`src/rtl/ctlr_pkg.sv`:
```
// Shared definitions for the NES joypad responder.
//   btn_idx_t     : bit position of each button inside the 8-bit button vector
//   CTLR_READ_SAT : read_count saturation value (reads past the 8 data bits)
//   CTLR_FILL     : bit shifted into the top of the shift register on each read
package ctlr_pkg;

  typedef enum logic [2:0] {
    BTN_A      = 3'd0,
    BTN_B      = 3'd1,
    BTN_SELECT = 3'd2,
    BTN_START  = 3'd3,
    BTN_UP     = 3'd4,
    BTN_DOWN   = 3'd5,
    BTN_LEFT   = 3'd6,
    BTN_RIGHT  = 3'd7
  } btn_idx_t;

  localparam logic [3:0] CTLR_READ_SAT = 4'd9;
  localparam logic       CTLR_FILL     = 1'b0;

endpackage

```
`src/rtl/nes_controller_if.sv`:
```
// Serial controller port between cpu_memory (master) and the joypad (slave).
//   clock_en   : CPU clock enable, qualifies ctlr_latch / ctlr_pulse
//   ctlr_latch : strobe level ($4016 bit 0)
//   ctlr_pulse : one clock_en cycle wide read strobe
//   ctlr_data  : active-low serial data from the pad
//   read_count : reads since the last latch, saturating at 9
interface nes_controller_if;

  logic       clock_en;
  logic       ctlr_latch;
  logic       ctlr_pulse;
  logic       ctlr_data;
  logic [3:0] read_count;

  modport master (
    output clock_en, ctlr_latch, ctlr_pulse,
    input  ctlr_data, read_count
  );

  modport slave (
    input  clock_en, ctlr_latch, ctlr_pulse,
    output ctlr_data, read_count
  );

endinterface

```
`src/rtl/button_debounce.sv`:
```
// Single-button debouncer. The output follows in_sync only after the input has
// differed from the current output for DEBOUNCE_CYCLES consecutive clocks.
//   clock   : system clock
//   reset   : synchronous active-high reset (output and counter cleared)
//   in_sync : already-synchronized button level
//   out     : debounced button level
module button_debounce #(
  parameter int DEBOUNCE_CYCLES = 16
) (
  input  logic clock,
  input  logic reset,
  input  logic in_sync,
  output logic out
);

  localparam logic [15:0] LAST_COUNT = 16'(DEBOUNCE_CYCLES - 1);

  logic [15:0] cnt_q;
  logic        out_q;

  always_ff @(posedge clock) begin
    if (reset) begin
      cnt_q <= '0;
      out_q <= 1'b0;
    end else if (in_sync == out_q) begin
      cnt_q <= '0;
    end else if (cnt_q == LAST_COUNT) begin
      out_q <= in_sync;
      cnt_q <= '0;
    end else begin
      cnt_q <= cnt_q + 16'd1;
    end
  end

  assign out = out_q;

endmodule

```
`src/rtl/nes_controller.sv`:
```
// NES joypad responder for the $4016/$4017 serial port.
// Synchronizes and debounces eight buttons, optionally applies turbo to A/B,
// captures the state while strobed and shifts it out one bit per CPU read.
//   clock, reset : system clock, synchronous active-high reset
//   bus          : serial port (clock_en, ctlr_latch, ctlr_pulse in;
//                  ctlr_data, read_count out)
//   buttons      : raw asynchronous buttons, active-high, A in bit 0
//   turbo_a/b    : asynchronous turbo enables for A and B
module nes_controller
  import ctlr_pkg::*;
#(
  parameter int DEBOUNCE_CYCLES = 16,
  parameter int TURBO_FRAMES    = 2
) (
  input  logic                   clock,
  input  logic                   reset,
  nes_controller_if.slave        bus,
  input  logic [7:0]             buttons,
  input  logic                   turbo_a,
  input  logic                   turbo_b
);

  localparam logic [7:0] LAST_FRAME = 8'(TURBO_FRAMES - 1);

  // Two-flop synchronizer: {turbo_b, turbo_a, buttons}
  logic [9:0] sync1_q, sync2_q;
  always_ff @(posedge clock) begin
    if (reset) begin
      sync1_q <= '0;
      sync2_q <= '0;
    end else begin
      sync1_q <= {turbo_b, turbo_a, buttons};
      sync2_q <= sync1_q;
    end
  end

  logic [7:0] debounced;
  genvar gi;
  generate
    for (gi = 0; gi < 8; gi++) begin : g_debounce
      button_debounce #(.DEBOUNCE_CYCLES(DEBOUNCE_CYCLES)) u_debounce (
        .clock   (clock),
        .reset   (reset),
        .in_sync (sync2_q[gi]),
        .out     (debounced[gi])
      );
    end
  endgenerate

  // Turbo phase advances only on latch falling edges, never mid-read.
  logic       latch_prev_q;
  logic [7:0] frame_cnt_q;
  logic       turbo_phase_q;
  logic       latch_fall;

  assign latch_fall = bus.clock_en & latch_prev_q & ~bus.ctlr_latch;

  always_ff @(posedge clock) begin
    if (reset) begin
      latch_prev_q  <= 1'b0;
      frame_cnt_q   <= '0;
      turbo_phase_q <= 1'b0;
    end else begin
      if (bus.clock_en) latch_prev_q <= bus.ctlr_latch;
      if (latch_fall) begin
        if (frame_cnt_q == LAST_FRAME) begin
          frame_cnt_q   <= '0;
          turbo_phase_q <= ~turbo_phase_q;
        end else begin
          frame_cnt_q <= frame_cnt_q + 8'd1;
        end
      end
    end
  end

  // With turbo enabled, A/B are only reported during the "pressed" phase.
  logic [7:0] effective;
  always_comb begin
    effective         = debounced;
    effective[BTN_A]  = debounced[BTN_A] & (~sync2_q[8] | turbo_phase_q);
    effective[BTN_B]  = debounced[BTN_B] & (~sync2_q[9] | turbo_phase_q);
  end

  // Shift register holds active-low data; latch has priority over pulse.
  logic [7:0] sr_q, sr_d;
  logic [3:0] read_count_q, read_count_d;

  always_comb begin
    sr_d         = sr_q;
    read_count_d = read_count_q;
    if (bus.clock_en) begin
      if (bus.ctlr_latch) begin
        sr_d         = ~effective;
        read_count_d = '0;
      end else if (bus.ctlr_pulse) begin
        sr_d = {CTLR_FILL, sr_q[7:1]};
        if (read_count_q != CTLR_READ_SAT) read_count_d = read_count_q + 4'd1;
      end
    end
  end

  always_ff @(posedge clock) begin
    if (reset) begin
      sr_q         <= 8'hFF;
      read_count_q <= '0;
    end else begin
      sr_q         <= sr_d;
      read_count_q <= read_count_d;
    end
  end

  assign bus.ctlr_data  = sr_q[0];
  assign bus.read_count = read_count_q;

endmodule
```
`src/flat_wrapper.sv`:
```
// flat-port wrapper written by rule: the top's interface ports become plain ports
module nes_controller_flat import ctlr_pkg::*;
#(
  parameter int DEBOUNCE_CYCLES = 16,
  parameter int TURBO_FRAMES    = 2
)
  (clock, reset, buttons, turbo_a, turbo_b, bus_clock_en, bus_ctlr_latch, bus_ctlr_pulse, bus_ctlr_data, bus_read_count);
  nes_controller_if bus_i ();
  input  logic clock;
  input  logic reset;
  input  logic [7:0] buttons;
  input  logic turbo_a;
  input  logic turbo_b;
  input wire logic [$bits(bus_i.clock_en)-1:0] bus_clock_en;
  input wire logic [$bits(bus_i.ctlr_latch)-1:0] bus_ctlr_latch;
  input wire logic [$bits(bus_i.ctlr_pulse)-1:0] bus_ctlr_pulse;
  output wire logic [$bits(bus_i.ctlr_data)-1:0] bus_ctlr_data;
  output wire logic [$bits(bus_i.read_count)-1:0] bus_read_count;
  assign bus_i.clock_en = bus_clock_en;
  assign bus_i.ctlr_latch = bus_ctlr_latch;
  assign bus_i.ctlr_pulse = bus_ctlr_pulse;
  assign bus_ctlr_data = bus_i.ctlr_data;
  assign bus_read_count = bus_i.read_count;
  nes_controller #(.DEBOUNCE_CYCLES(DEBOUNCE_CYCLES), .TURBO_FRAMES(TURBO_FRAMES)) u_core (.clock(clock), .reset(reset), .bus(bus_i), .buttons(buttons), .turbo_a(turbo_a), .turbo_b(turbo_b));
endmodule
```
`config.mk`:
```
export PLATFORM = sky130hd
export DESIGN_NAME = nes_controller_flat
export DESIGN_NICKNAME = d
export VERILOG_FILES = /design/src/rtl/ctlr_pkg.sv /design/src/rtl/nes_controller_if.sv /design/src/rtl/button_debounce.sv /design/src/rtl/nes_controller.sv /design/src/flat_wrapper.sv
export SDC_FILE = /design/constraint.sdc
export NUM_CORES = 1
export LEC_CHECK = 0
export ABC_AREA = 1
export BUFFER_PORTS_ARGS = -buffer_cell sky130_fd_sc_hd__buf_2
export CAP_MARGIN = 40
export CELL_PAD_IN_SITES_DETAIL_PLACEMENT = 1
export CELL_PAD_IN_SITES_GLOBAL_PLACEMENT = 2
export CORE_ASPECT_RATIO = 0.5
export CORE_UTILIZATION = 36
export CTS_CLUSTER_DIAMETER = 60
export DETAILED_ROUTE_END_ITERATION = 12
export HOLD_SLACK_MARGIN = 0.12
export PLACE_DENSITY = 0.89
export RECOVER_POWER = 50
export SLEW_MARGIN = 20
export SYNTH_ARGS = -nofsm -noshare
export SYNTH_HDL_FRONTEND = slang
export SYNTH_SLANG_ARGS = --single-unit
```
`constraint.sdc`:
```
create_clock -name clock -period 1.65 [get_ports clock]
set_input_delay 0.0825 -clock clock [delete_from_list [all_inputs] [get_ports clock]]
set_output_delay 0.0825 -clock clock [all_outputs]
set_load 0.02 [all_outputs]
```
After elaboration in Yosys (flattened, before gate mapping). Cells that the tools add are included.

Register bits after elaboration: 178. Input port bits: 15. Word-level logic and storage cells: 97.

Add/subtract/negate cells: 10. Equality and inequality tests: 18. Multiplexer cells: 6. Bitwise operators: 19. Reductions and logical operators: 21.

Operators by type and width (number): $add A16 B1 Y16 const B (8); $eq A16 B4 Y1 const B (8); $mux W8 (3); $reduce_or A3 Y1 (8); $reduce_and A2 Y1 (10); $mux W4 (3); $not A1 Y1 (12); $add A8 B1 Y8 const B (1); $eq A1 B1 Y1 (8); $eq A8 B1 Y1 const B (1); $not A8 Y8 (1); $add A4 B1 Y4 const B (1); $and A1 B1 Y1 (4); $ne A4 B4 Y1 const B (1); $reduce_bool A2 Y1 (2); $reduce_and A3 Y1 (1); $or A1 B1 Y1 (2).

Depth between registers and ports, before layout. Gate-level depths: netlist of the first run.

Depth after elaboration: 5. Mapped depth: 9. Gate-level depth less buffers: 8.

Hierarchy. Synthesis of the first run repeated with hierarchy kept, for this count alone.

Cell total of the unflattened synthesis: 1182. Area, all modules: 8572.0 µm².

By module, submodules not included: button_debounce (times used 8, cells each 121, area each 859.6 µm², seq. area each 340.3 µm²); nes_controller (times used 1, cells each 214, area each 1695.4 µm², seq. area each 840.8 µm²).

Worst setup path after synthesis of the first run. OpenSTA, ideal clock, no wires.

Kind: register -> register. Start: register u_core.g_debounce[1].u_debounce.cnt_q[0]. End: register u_core.g_debounce[1].u_debounce.cnt_q[10]. Arrival time: 1268 ps. Setup slack: 267 ps. Stages on the path, launching flop included: 10. Period minus slack after synthesis: 1383 ps. Cells stage by stage: dfxtp_1 -> ha_1 -> nand2_2 -> nor2_4 -> nand2_2 -> nor2_4 -> nand2_2 -> nand2_4 -> buf_12 -> nor2_2.

Cells in the longest elaborated chain, start to end: 2. Elaborated cells between the ends (all ways): 3.

Ends and longest elaborated chain: start, declared (RTL line button_debounce.sv:18) `logic [15:0] cnt_q;`; start signal, assigned (RTL line button_debounce.sv:31) `cnt_q <= cnt_q + 16'd1;`; branches (longest 2 deep; another with $add A16 B1 Y16).

Several ways; the timed one is not identified. A chain may end at the register's enable or synchronous reset.

Worst setup path in the final report of the first run.
Start: register u_core.g_debounce[7].u_debounce.cnt_q[0]. End: register u_core.g_debounce[7].u_debounce.cnt_q[11].

Cells in the longest elaborated chain, start to end: 2. Elaborated cells between the ends (all ways): 3.

Ends and longest elaborated chain (RTL line): start, declared (button_debounce.sv:18); start signal, assigned (button_debounce.sv:31); branches (longest 2 deep; another with $add A16 B1 Y16).

Several ways; the timed one is not identified.

==> metrics.log, run 1 <==
[metrics] skew final: 0.00835 ns
[metrics] max-slew violation count: 0
[metrics] overall power consumption: 8.62 mW
[metrics] final core utilization: 0.425
[metrics] DRC: 0
[metrics] clock period minus final worst setup slack: 1.54 ns
[metrics] Finished Layout Cells: 1639
[metrics] number of antenna-violating nets in the routed design: 0
[metrics] Switching Fraction: 0.228
[metrics] number of enable-type register cells in the synthesized netlist: 0
[metrics] width of the die: 221 um
[metrics] post-route clock period utilization: 0.933
[metrics] final net count: 1346
[metrics] Syn. warnings: 0
[metrics] DP Area: 9150 um2
[metrics] post-detailed-route via-to-cell ratio: 4.82
[metrics] Placed Cells incl. Taps: 1592
[metrics] worst hold slack after final layout: 0.295 ns
[metrics] FFs w/ async S/R, synth: 0
[metrics] initial antenna violation count: 0
[metrics] DRC marker count from the first detailed-route iteration: 342
[metrics] worst flop-to-flop path startpoint: u_core.g_debounce[7].u_debounce.cnt_q[0]
[metrics] Hold Fails Final Rpt: 0
[metrics] internal power consumption: 6.65 mW
[metrics] worst setup path startpoint: u_core.g_debounce[7].u_debounce.cnt_q[0]
[metrics] crit end category: register
[metrics] Min-Delay Path Class: in2reg
[metrics] H-tree depth: 4
[metrics] wire length of the first global-routing pass: 37100 um
[metrics] Clk Tree Root Cell: sky130_fd_sc_hd__clkbuf_16
[metrics] worst reg2reg path endpoint: u_core.g_debounce[7].u_debounce.cnt_q[11]
[metrics] HPWL reported at the end of detailed placement: 15700 um
[metrics] Final WS setup: 0.111 ns
[metrics] dominant cells by area after synthesis: sky130_fd_sc_hd__dfxtp_1 (41%), sky130_fd_sc_hd__nor2_1 (13%), sky130_fd_sc_hd__nand2_1 (12%)
[metrics] flip-flop cell with the highest count after synthesis: sky130_fd_sc_hd__dfxtp_1
[metrics] number of clock sinks seen by CTS: 178
[metrics] average cell area after synthesis: 6.84 um2
[metrics] effective utilization at floorplan: 0.373
[metrics] FMAX: 650 MHz
[metrics] number of placement rows: 39
[metrics] relative area change from synthesis to final layout: 13.9%
[metrics] worst-skew pair later-pin latency: 0.44 ns
[metrics] total nets after synthesis: 1294
[metrics] net load switching power: 1.97 mW
[metrics] CTS max path bufs: 2
[metrics] combinational share of power: 0.030
[metrics] Fin Setup TNS: 0 ns
[metrics] share of power burned in registers: 0.507
[metrics] Maximum Capacitance Violations: 0
[metrics] reg-to-reg setup timing slack: 0.11 ns
[metrics] maximum number of pins on one net before global-route repair: 17
[metrics] end point of the critical path: u_core.g_debounce[7].u_debounce.cnt_q[11]
[metrics] endpoints failing setup: 0
[metrics] area of the core region: 23200 um2
[metrics] actual transition at the worst max-transition pin: 0.416 ns
[metrics] total standard cell area after synthesis: 8660 um2
[metrics] Post-Synthesis Cells: 1267
[metrics] max-slew headroom at the worst pin: 0.721
[metrics] routed wire length: 21000 um
[metrics] Worst Path Arrival: 1.87 ns
[metrics] post-CTS setup buffers: 0
[metrics] critical path fanouts, max: 15
[metrics] average wire per standard cell: 12.8 um
[metrics] count of vias placed by the detailed router: 7908
[metrics] leakage power of the design: 3.24 nW
[metrics] critical path type: reg2reg
[metrics] setup repair after global routing missed its margin: false
[metrics] area of the die: 24700 um2
[metrics] clock network power share: 0.462
[metrics] Yosys top cell area share: 0.411
[metrics] status: complete, no violations
[metrics] number of CTS-inserted buffers: 17
[metrics] Diodes inserted: 0
[metrics] worst setup slack after placement: 0.0765 ns
[metrics] total congestion overflow: 0
[metrics] library cells used by synthesis: 30
[metrics] number of top-level pins: 20
[metrics] TritonCTS clock tree: done
[metrics] share of synthesized area occupied by flip-flops and latches: 0.411
[metrics] final instance area: 9870 um2
[metrics] maximum vdd ir drop: 0.711 mV
[metrics] final RePlAce weighted congestion: 0.823
[metrics] Data required, critical path: 1.98 ns
[metrics] first drt pass iteration count: 4
[metrics] number of synthesized register bits: 178
[metrics] post-synthesis cell type with the largest combined area: sky130_fd_sc_hd__dfxtp_1
[metrics] power density over cell area: 874 nW/um2
[metrics] CP startpoint kind: register
[metrics] die span in y: 112 um
[metrics] share of layout cells above drive strength 1: 0.0743
[metrics] via count of the first global-routing pass: 8309
[metrics] Worst Reg-to-Reg Cells: 8
[metrics] clock transition at the register clock pins on the worst setup and hold paths after CTS: 0.07 ns
[metrics] number of buffer cells added on primary ports: 19
[metrics] overall fraction of global-route tracks in use: 0.181
-- worst min path at each step --
stage | from | to | slack, ns | cells after the start
detailed placement | buttons[1] | u_core.sync1_q[1] | 0.29 | 3
floorplan | buttons[0] | u_core.sync1_q[0] | 0.19 | 2
finish | bus_ctlr_pulse | u_core.sr_q[3] | 0.29 | 5
CTS | bus_ctlr_pulse | u_core.sr_q[3] | 0.28 | 5
global route | bus_ctlr_pulse | u_core.sr_q[4] | 0.32 | 5
global placement | buttons[1] | u_core.sync1_q[1] | 0.28 | 3
-- metal layers --
layer  wire, um  part of all wire  global-route usage  up-vias
met2      10200              0.48               0.328       46
met3        344             0.016              0.0364       24
met5          0                 0                   0        -
met1      10200              0.48               0.212     3734
met4        314             0.015              0.0653        0
li1           -                 -                   -     4104
-- final cells by class --
cell class,instances,area [um2]
inverter,140,526
clock inverter,11,101
tap,307,384
timing repair buffer,49,365
multi-input combinational,933,4460
sequential,178,3560
fill,3024,13400
clock buffer,21,470
-- worst max-delay path: stages (launching register included) --
cell                      delay, ns
sky130_fd_sc_hd__dfxtp_1       0.38
sky130_fd_sc_hd__ha_1          0.21
sky130_fd_sc_hd__nand2_2       0.08
sky130_fd_sc_hd__nor2_2        0.21
sky130_fd_sc_hd__inv_2         0.06
sky130_fd_sc_hd__nor2_1        0.11
sky130_fd_sc_hd__nand2_1       0.11
sky130_fd_sc_hd__nand2_4       0.19
sky130_fd_sc_hd__nor2_1        0.08
-- Yosys cell counts, types with 5 or more instances --
master	n
sky130_fd_sc_hd__nand2_1	266
sky130_fd_sc_hd__inv_2	5
sky130_fd_sc_hd__nand3_1	115
sky130_fd_sc_hd__xnor2_1	25
sky130_fd_sc_hd__a21oi_1	72
sky130_fd_sc_hd__buf_2	5
sky130_fd_sc_hd__dfxtp_1	178
sky130_fd_sc_hd__buf_6	5
sky130_fd_sc_hd__inv_1	134
sky130_fd_sc_hd__ha_1	12
sky130_fd_sc_hd__nor2_2	12
sky130_fd_sc_hd__nor2_4	7
sky130_fd_sc_hd__xor2_1	37
sky130_fd_sc_hd__o211ai_1	8
sky130_fd_sc_hd__o21ai_0	15
sky130_fd_sc_hd__nand4_1	34
sky130_fd_sc_hd__nand2_2	13
sky130_fd_sc_hd__nor2_1	306
-- cells by family after synthesis --
family / share of synthesized area
buf+inv: 0.0758
compound gates: 0.0608
xor+xnor: 0.0627
flops: 0.411
simple gates: 0.372
fa+ha+maj: 0.0173
-- repair_timing --
item,CTS,global route
gates resized for setup,0,7
endpoints found under the hold margin,18,0
hold buffers,15,0
endpoints found under the setup margin,0,38
-- cells in the final DEF, fill, tap and decap left out, types with 4 or more instances in the layout --
master	netlist	final
sky130_fd_sc_hd__nor2_1	306	305
sky130_fd_sc_hd__nand2_1	266	266
sky130_fd_sc_hd__dfxtp_1	178	178
sky130_fd_sc_hd__inv_1	134	134
sky130_fd_sc_hd__nand3_1	115	116
sky130_fd_sc_hd__a21oi_1	72	72
sky130_fd_sc_hd__xor2_1	37	37
sky130_fd_sc_hd__nand4_1	34	34
sky130_fd_sc_hd__xnor2_1	25	25
sky130_fd_sc_hd__clkbuf_16	0	17
sky130_fd_sc_hd__o21ai_0	15	15
sky130_fd_sc_hd__dlygate4sd3_1	0	15
sky130_fd_sc_hd__nor2_2	12	14
sky130_fd_sc_hd__buf_2	5	14
sky130_fd_sc_hd__ha_1	12	12
sky130_fd_sc_hd__nand2_2	13	10
sky130_fd_sc_hd__buf_4	3	10
sky130_fd_sc_hd__clkbuf_1	1	9
sky130_fd_sc_hd__o211ai_1	8	8
sky130_fd_sc_hd__nor2_4	7	6
sky130_fd_sc_hd__inv_2	5	5
sky130_fd_sc_hd__clkinvlp_4	0	4
-- power by group through the flow --
stage / sequential [mW] / combinational [mW] / clock (mW)
6_report: 4.37 / 0.263 / 3.99
5_1_grt: 4.38 / 0.298 / 4.28
4_1_cts: 4.37 / 0.270 / 4.13
3_5_place_dp: 4.47 / 0.242 / 0
3_3_place_gp: 4.47 / 0.232 / 0
2_1_floorplan: 4.47 / 0.156 / 0
-- flip-flops by register name, indices dropped and copies added, names as in the netlist --
register / cells
u_core.sr_q: 8
u_core.bus.read_count: 4
u_core.turbo_phase_q: 1
u_core.sync2_q: 10
u_core.frame_cnt_q: 8
u_core.g_debounce.u_debounce.cnt_q: 128
u_core.g_debounce.u_debounce.out: 8
u_core.latch_prev_q: 1
u_core.sync1_q: 10
Power figures use the tool's default switching activity.
==> run 2: changes to the inputs <==
--- a/config.mk
+++ b/config.mk
@@ -5,18 +5,18 @@
 export SDC_FILE = /design/constraint.sdc
 export NUM_CORES = 1
 export LEC_CHECK = 0
-export ABC_AREA = 1
 export BUFFER_PORTS_ARGS = -buffer_cell sky130_fd_sc_hd__buf_2
 export CAP_MARGIN = 40
 export CELL_PAD_IN_SITES_DETAIL_PLACEMENT = 1
 export CELL_PAD_IN_SITES_GLOBAL_PLACEMENT = 2
 export CORE_ASPECT_RATIO = 0.5
-export CORE_UTILIZATION = 36
+export CORE_UTILIZATION = 39
 export CTS_CLUSTER_DIAMETER = 60
 export DETAILED_ROUTE_END_ITERATION = 12
 export HOLD_SLACK_MARGIN = 0.12
-export PLACE_DENSITY = 0.89
+export PLACE_DENSITY = 0.87
 export RECOVER_POWER = 50
+export SKIP_LAST_GASP = 1
 export SLEW_MARGIN = 20
 export SYNTH_ARGS = -nofsm -noshare
 export SYNTH_HDL_FRONTEND = slang
==> metrics.log, run 2 <==
[metrics] status: finished, violations left (was complete, no violations)
[metrics] violated checks: negative setup slack
[metrics] die span in y: 99.2 um (was 112 um)
[metrics] top library cells by usage in the layout, fill and taps aside: sky130_fd_sc_hd__dfxtp_1 (175), sky130_fd_sc_hd__nor2_1 (172), sky130_fd_sc_hd__xnor2_1 (108) (was sky130_fd_sc_hd__nor2_1 (305), sky130_fd_sc_hd__nand2_1 (266), sky130_fd_sc_hd__dfxtp_1 (178))
[metrics] area of the core region: 18400 um2 (was 23200 um2)
[metrics] average cell area after synthesis: 8.98 um2 (was 6.84 um2)
[metrics] flip-flop count of the largest register after layout: 128 (unchanged)
[metrics] most repeated cell in the gate-level netlist after synthesis: sky130_fd_sc_hd__dfxtp_1 (was sky130_fd_sc_hd__nor2_1)
[metrics] share of synthesized area occupied by flip-flops and latches: 0.483 (was 0.411)
[metrics] relative area change from synthesis to final layout: 19.9% (was 13.9%)
[metrics] flip-flop cell with the highest count after synthesis: sky130_fd_sc_hd__dfxtp_1 (unchanged)
[metrics] final net count: 922 (was 1346)
[metrics] final RePlAce weighted congestion: 0.783 (was 0.823)
[metrics] total standard cell area after synthesis: 7370 um2 (was 8660 um2)
[metrics] area of the die: 19500 um2 (was 24700 um2)
[metrics] Biggest register: u_core.g_debounce.u_debounce.cnt_q (unchanged)
[metrics] FMAX: 563 MHz (was 650 MHz)
[metrics] average wire per standard cell: 14.1 um (was 12.8 um)
[metrics] DRC marker count from the first detailed-route iteration: 258 (was 342)
[metrics] width of the die: 196 um (was 221 um)
[metrics] Final WS setup: -0.126 ns (was 0.111 ns)
[metrics] leading registers by flop count: u_core.g_debounce.u_debounce.cnt_q (128), u_core.sync1_q (10), u_core.sync2_q (10) (unchanged)
[metrics] number of placement rows: 35 (was 39)
[metrics] number of enable-type register cells in the synthesized netlist: 0 (unchanged)
[metrics] power density over cell area: 962 nW/um2 (was 874 nW/um2)
[metrics] Clk Tree Root Cell: sky130_fd_sc_hd__clkbuf_16 (unchanged)
[metrics] HPWL reported at the end of detailed placement: 10900 um (was 15700 um)
[metrics] setup repair after global routing missed its margin: true (was false)
[metrics] endpoints failing setup: 16 (was 0)
[metrics] number of buffer cells added on primary ports: 19 (unchanged)
[metrics] clock period minus final worst setup slack: 1.78 ns (was 1.54 ns)
[metrics] multi-input logic area: 3700 um2 (was 4460 um2)
[metrics] most common cell after layout, fill and taps aside: sky130_fd_sc_hd__dfxtp_1 (was sky130_fd_sc_hd__nor2_1)
[metrics] clock transition at the register clock pins on the worst setup and hold paths after CTS: 0.07 ns (about the same)
[metrics] skew final: 0.0121 ns (was 0.00835 ns)
[metrics] Worst Path Arrival: 2.07 ns (was 1.87 ns)
[metrics] share of layout cells above drive strength 1: 0.128 (was 0.0743)
[metrics] worst-skew pair later-pin latency: 0.43 ns (was 0.44 ns)
[metrics] FFs w/ async S/R, synth: 0 (unchanged)
[metrics] post-route clock period utilization: 1.08 (was 0.933)
[metrics] Yosys top cell area share: 0.483 (was 0.411)
[metrics] total nets after synthesis: 848 (was 1294)
[metrics] max-slew headroom at the worst pin: 0.563 (was 0.721)
[metrics] routed wire length: 16500 um (was 21000 um)
[metrics] number of antenna-violating nets in the routed design: 0 (unchanged)
[metrics] dominant cells by area after synthesis: sky130_fd_sc_hd__dfxtp_1 (48%), sky130_fd_sc_hd__xnor2_1 (13%), sky130_fd_sc_hd__nor2_1 (8.8%) (was sky130_fd_sc_hd__dfxtp_1 (41%), sky130_fd_sc_hd__nor2_1 (13%), sky130_fd_sc_hd__nand2_1 (12%))
[metrics] DRC: 0 (unchanged)
[metrics] first drt pass iteration count: 4 (unchanged)
[metrics] CP startpoint kind: register (unchanged)
[metrics] final instance area: 8840 um2 (was 9870 um2)
[metrics] Syn. warnings: 0 (unchanged)
[metrics] CTS max path bufs: 2 (unchanged)
[metrics] leakage power of the design: 2.83 nW (was 3.24 nW)
[metrics] max-slew violation count: 0 (unchanged)
[metrics] Diodes inserted: 0 (unchanged)
[metrics] maximum number of pins on one net before global-route repair: 33 (was 17)
[metrics] H-tree depth: 4 (unchanged)
[metrics] number of synthesized register bits: 178 (unchanged)
[metrics] Fin Setup TNS: -1.75 ns (was 0 ns)
[metrics] Data required, critical path: 1.94 ns (was 1.98 ns)
[metrics] sequential cell area in the final layout: 3570 um2 (was 3560 um2)
[metrics] filler cell count: 2134 (was 3024)
[metrics] number of top-level pins: 20 (unchanged)
[metrics] critical path type: reg2reg (unchanged)
[metrics] Placed Cells incl. Taps: 1119 (was 1592)
[metrics] library cells used by synthesis: 37 (was 30)
[metrics] Min-Delay Path Class: in2reg (unchanged)
[metrics] via count of the first global-routing pass: 6088 (was 8309)
[metrics] wire length of the first global-routing pass: 28900 um (was 37100 um)
[metrics] worst hold slack after final layout: 0.174 ns (was 0.295 ns)
[metrics] Post-Synthesis Cells: 821 (was 1267)
[metrics] crit end category: register (unchanged)
[metrics] DP Area: 8040 um2 (was 9150 um2)
[metrics] number of CTS-inserted buffers: 17 (unchanged)
[metrics] post-detailed-route via-to-cell ratio: 5.01 (was 4.82)
[metrics] initial antenna violation count: 0 (unchanged)
[metrics] number of clock sinks seen by CTS: 178 (unchanged)
[metrics] Maximum Capacitance Violations: 0 (unchanged)
[metrics] maximum vdd ir drop: 0.718 mV (was 0.711 mV)
[metrics] TritonCTS clock tree: done (unchanged)
[metrics] most frequent cells after synthesis: sky130_fd_sc_hd__dfxtp_1 (178), sky130_fd_sc_hd__nor2_1 (172), sky130_fd_sc_hd__xnor2_1 (108), sky130_fd_sc_hd__nor4_1 (53), sky130_fd_sc_hd__nand3_1 (47) (was sky130_fd_sc_hd__nor2_1 (306), sky130_fd_sc_hd__nand2_1 (266), sky130_fd_sc_hd__dfxtp_1 (178), sky130_fd_sc_hd__inv_1 (134), sky130_fd_sc_hd__nand3_1 (115))
[metrics] overall fraction of global-route tracks in use: 0.183 (was 0.181)
[metrics] Finished Layout Cells: 1167 (was 1639)
[metrics] Hold Fails Final Rpt: 0 (unchanged)
[metrics] actual transition at the worst max-transition pin: 0.656 ns (was 0.416 ns)
[metrics] post-synthesis cell type with the largest combined area: sky130_fd_sc_hd__dfxtp_1 (unchanged)
[metrics] effective utilization at floorplan: 0.400 (was 0.373)
[metrics] critical path fanouts, max: 3 (was 15)
[metrics] count of vias placed by the detailed router: 5845 (was 7908)
[metrics] total congestion overflow: 0 (unchanged)
[run 2: cell types whose count changed after synthesis, sizes merged, moves of 20 or more]
cell	previous run	this run
a21oi	73	3
inv	139	28
nand2	280	30
nand3	116	47
nor2	325	172
nor2b	0	20
nor3	0	34
nor4	0	53
xnor2	25	108
[run 2: per-stage QoR]
step,total power [mW],util,worst slack [ns]
6_report,8.50,0.479,-0.126
4_1_cts,8.61,0.473,-0.135
3_3_place_gp,4.66,0.436,-0.101
5_1_grt,8.84,0.479,-0.196
3_5_place_dp,4.67,0.436,-0.126
2_1_floorplan,4.59,-,-0.0827
[run 2: final timing paths]
check,startpoint,cells past startpoint,endpoint,slack [ns]
max,u_core.g_debounce[2].u_debounce.cnt_q[12],4,u_core.g_debounce[2].u_debounce.out,-0.13
min,reset,2,u_core.g_debounce[7].u_debounce.out,0.17
max reg2reg,u_core.g_debounce[2].u_debounce.cnt_q[12],4,u_core.g_debounce[2].u_debounce.out,-0.13
min reg2reg,u_core.sync1_q[5],1,u_core.sync2_q[5],0.44
[run 2: cells by family after synthesis]
family,synth area share
multiplexers,0.0136
buffers and inverters,0.0261
AO/OA/AOI/OAI,0.0273
adder cells (fa/ha/maj),0.0204
AND/OR/NAND/NOR,0.279
flip-flops,0.483
XOR/XNOR,0.151
[run 2: what timing repair did]
item                                    in CTS  in global routing
gates resized for setup                      2                 19
hold buffers                                12                  0
pin swaps                                    1                  5
endpoints found under the hold margin       14                  0
endpoints found under the setup margin      17                 95
setup buffers                                0                  4
[run 2: area by class of cell]
class | instances | area share
sequential | 178 | 0.404
inverter | 28 | 0.0119
clock inverter | 12 | 0.0142
multi-input combinational | 596 | 0.419
timing repair buffer | 74 | 0.0654
clock buffer | 20 | 0.0494
tap | 259 | 0.0367
[run 2: worst max-delay path: stages (launching register included)]
cell                      delay [ns]
sky130_fd_sc_hd__dfxtp_1        0.31
sky130_fd_sc_hd__or4_4          0.52
sky130_fd_sc_hd__or4_4          0.58
sky130_fd_sc_hd__mux2i_1        0.17
sky130_fd_sc_hd__nor2_1         0.05
[run 2: layer usage]
metal	vias to the layer above	share of wire	track usage
met2	34	0.51	0.334
met4	0	0.012	0.0523
li1	2958	-	-
met5	-	0	0
met3	17	0.019	0.0397
met1	2836	0.46	0.217
[run 2: report_power, final]
part | leakage [nW] | switching, mW | internal [mW]
sequential | 1.44 | 0.0276 | 4.34
clock | 0.264 | 1.80 | 2.11
combinational | 1.13 | 0.120 | 0.104
total | 2.83 | 1.94 | 6.56
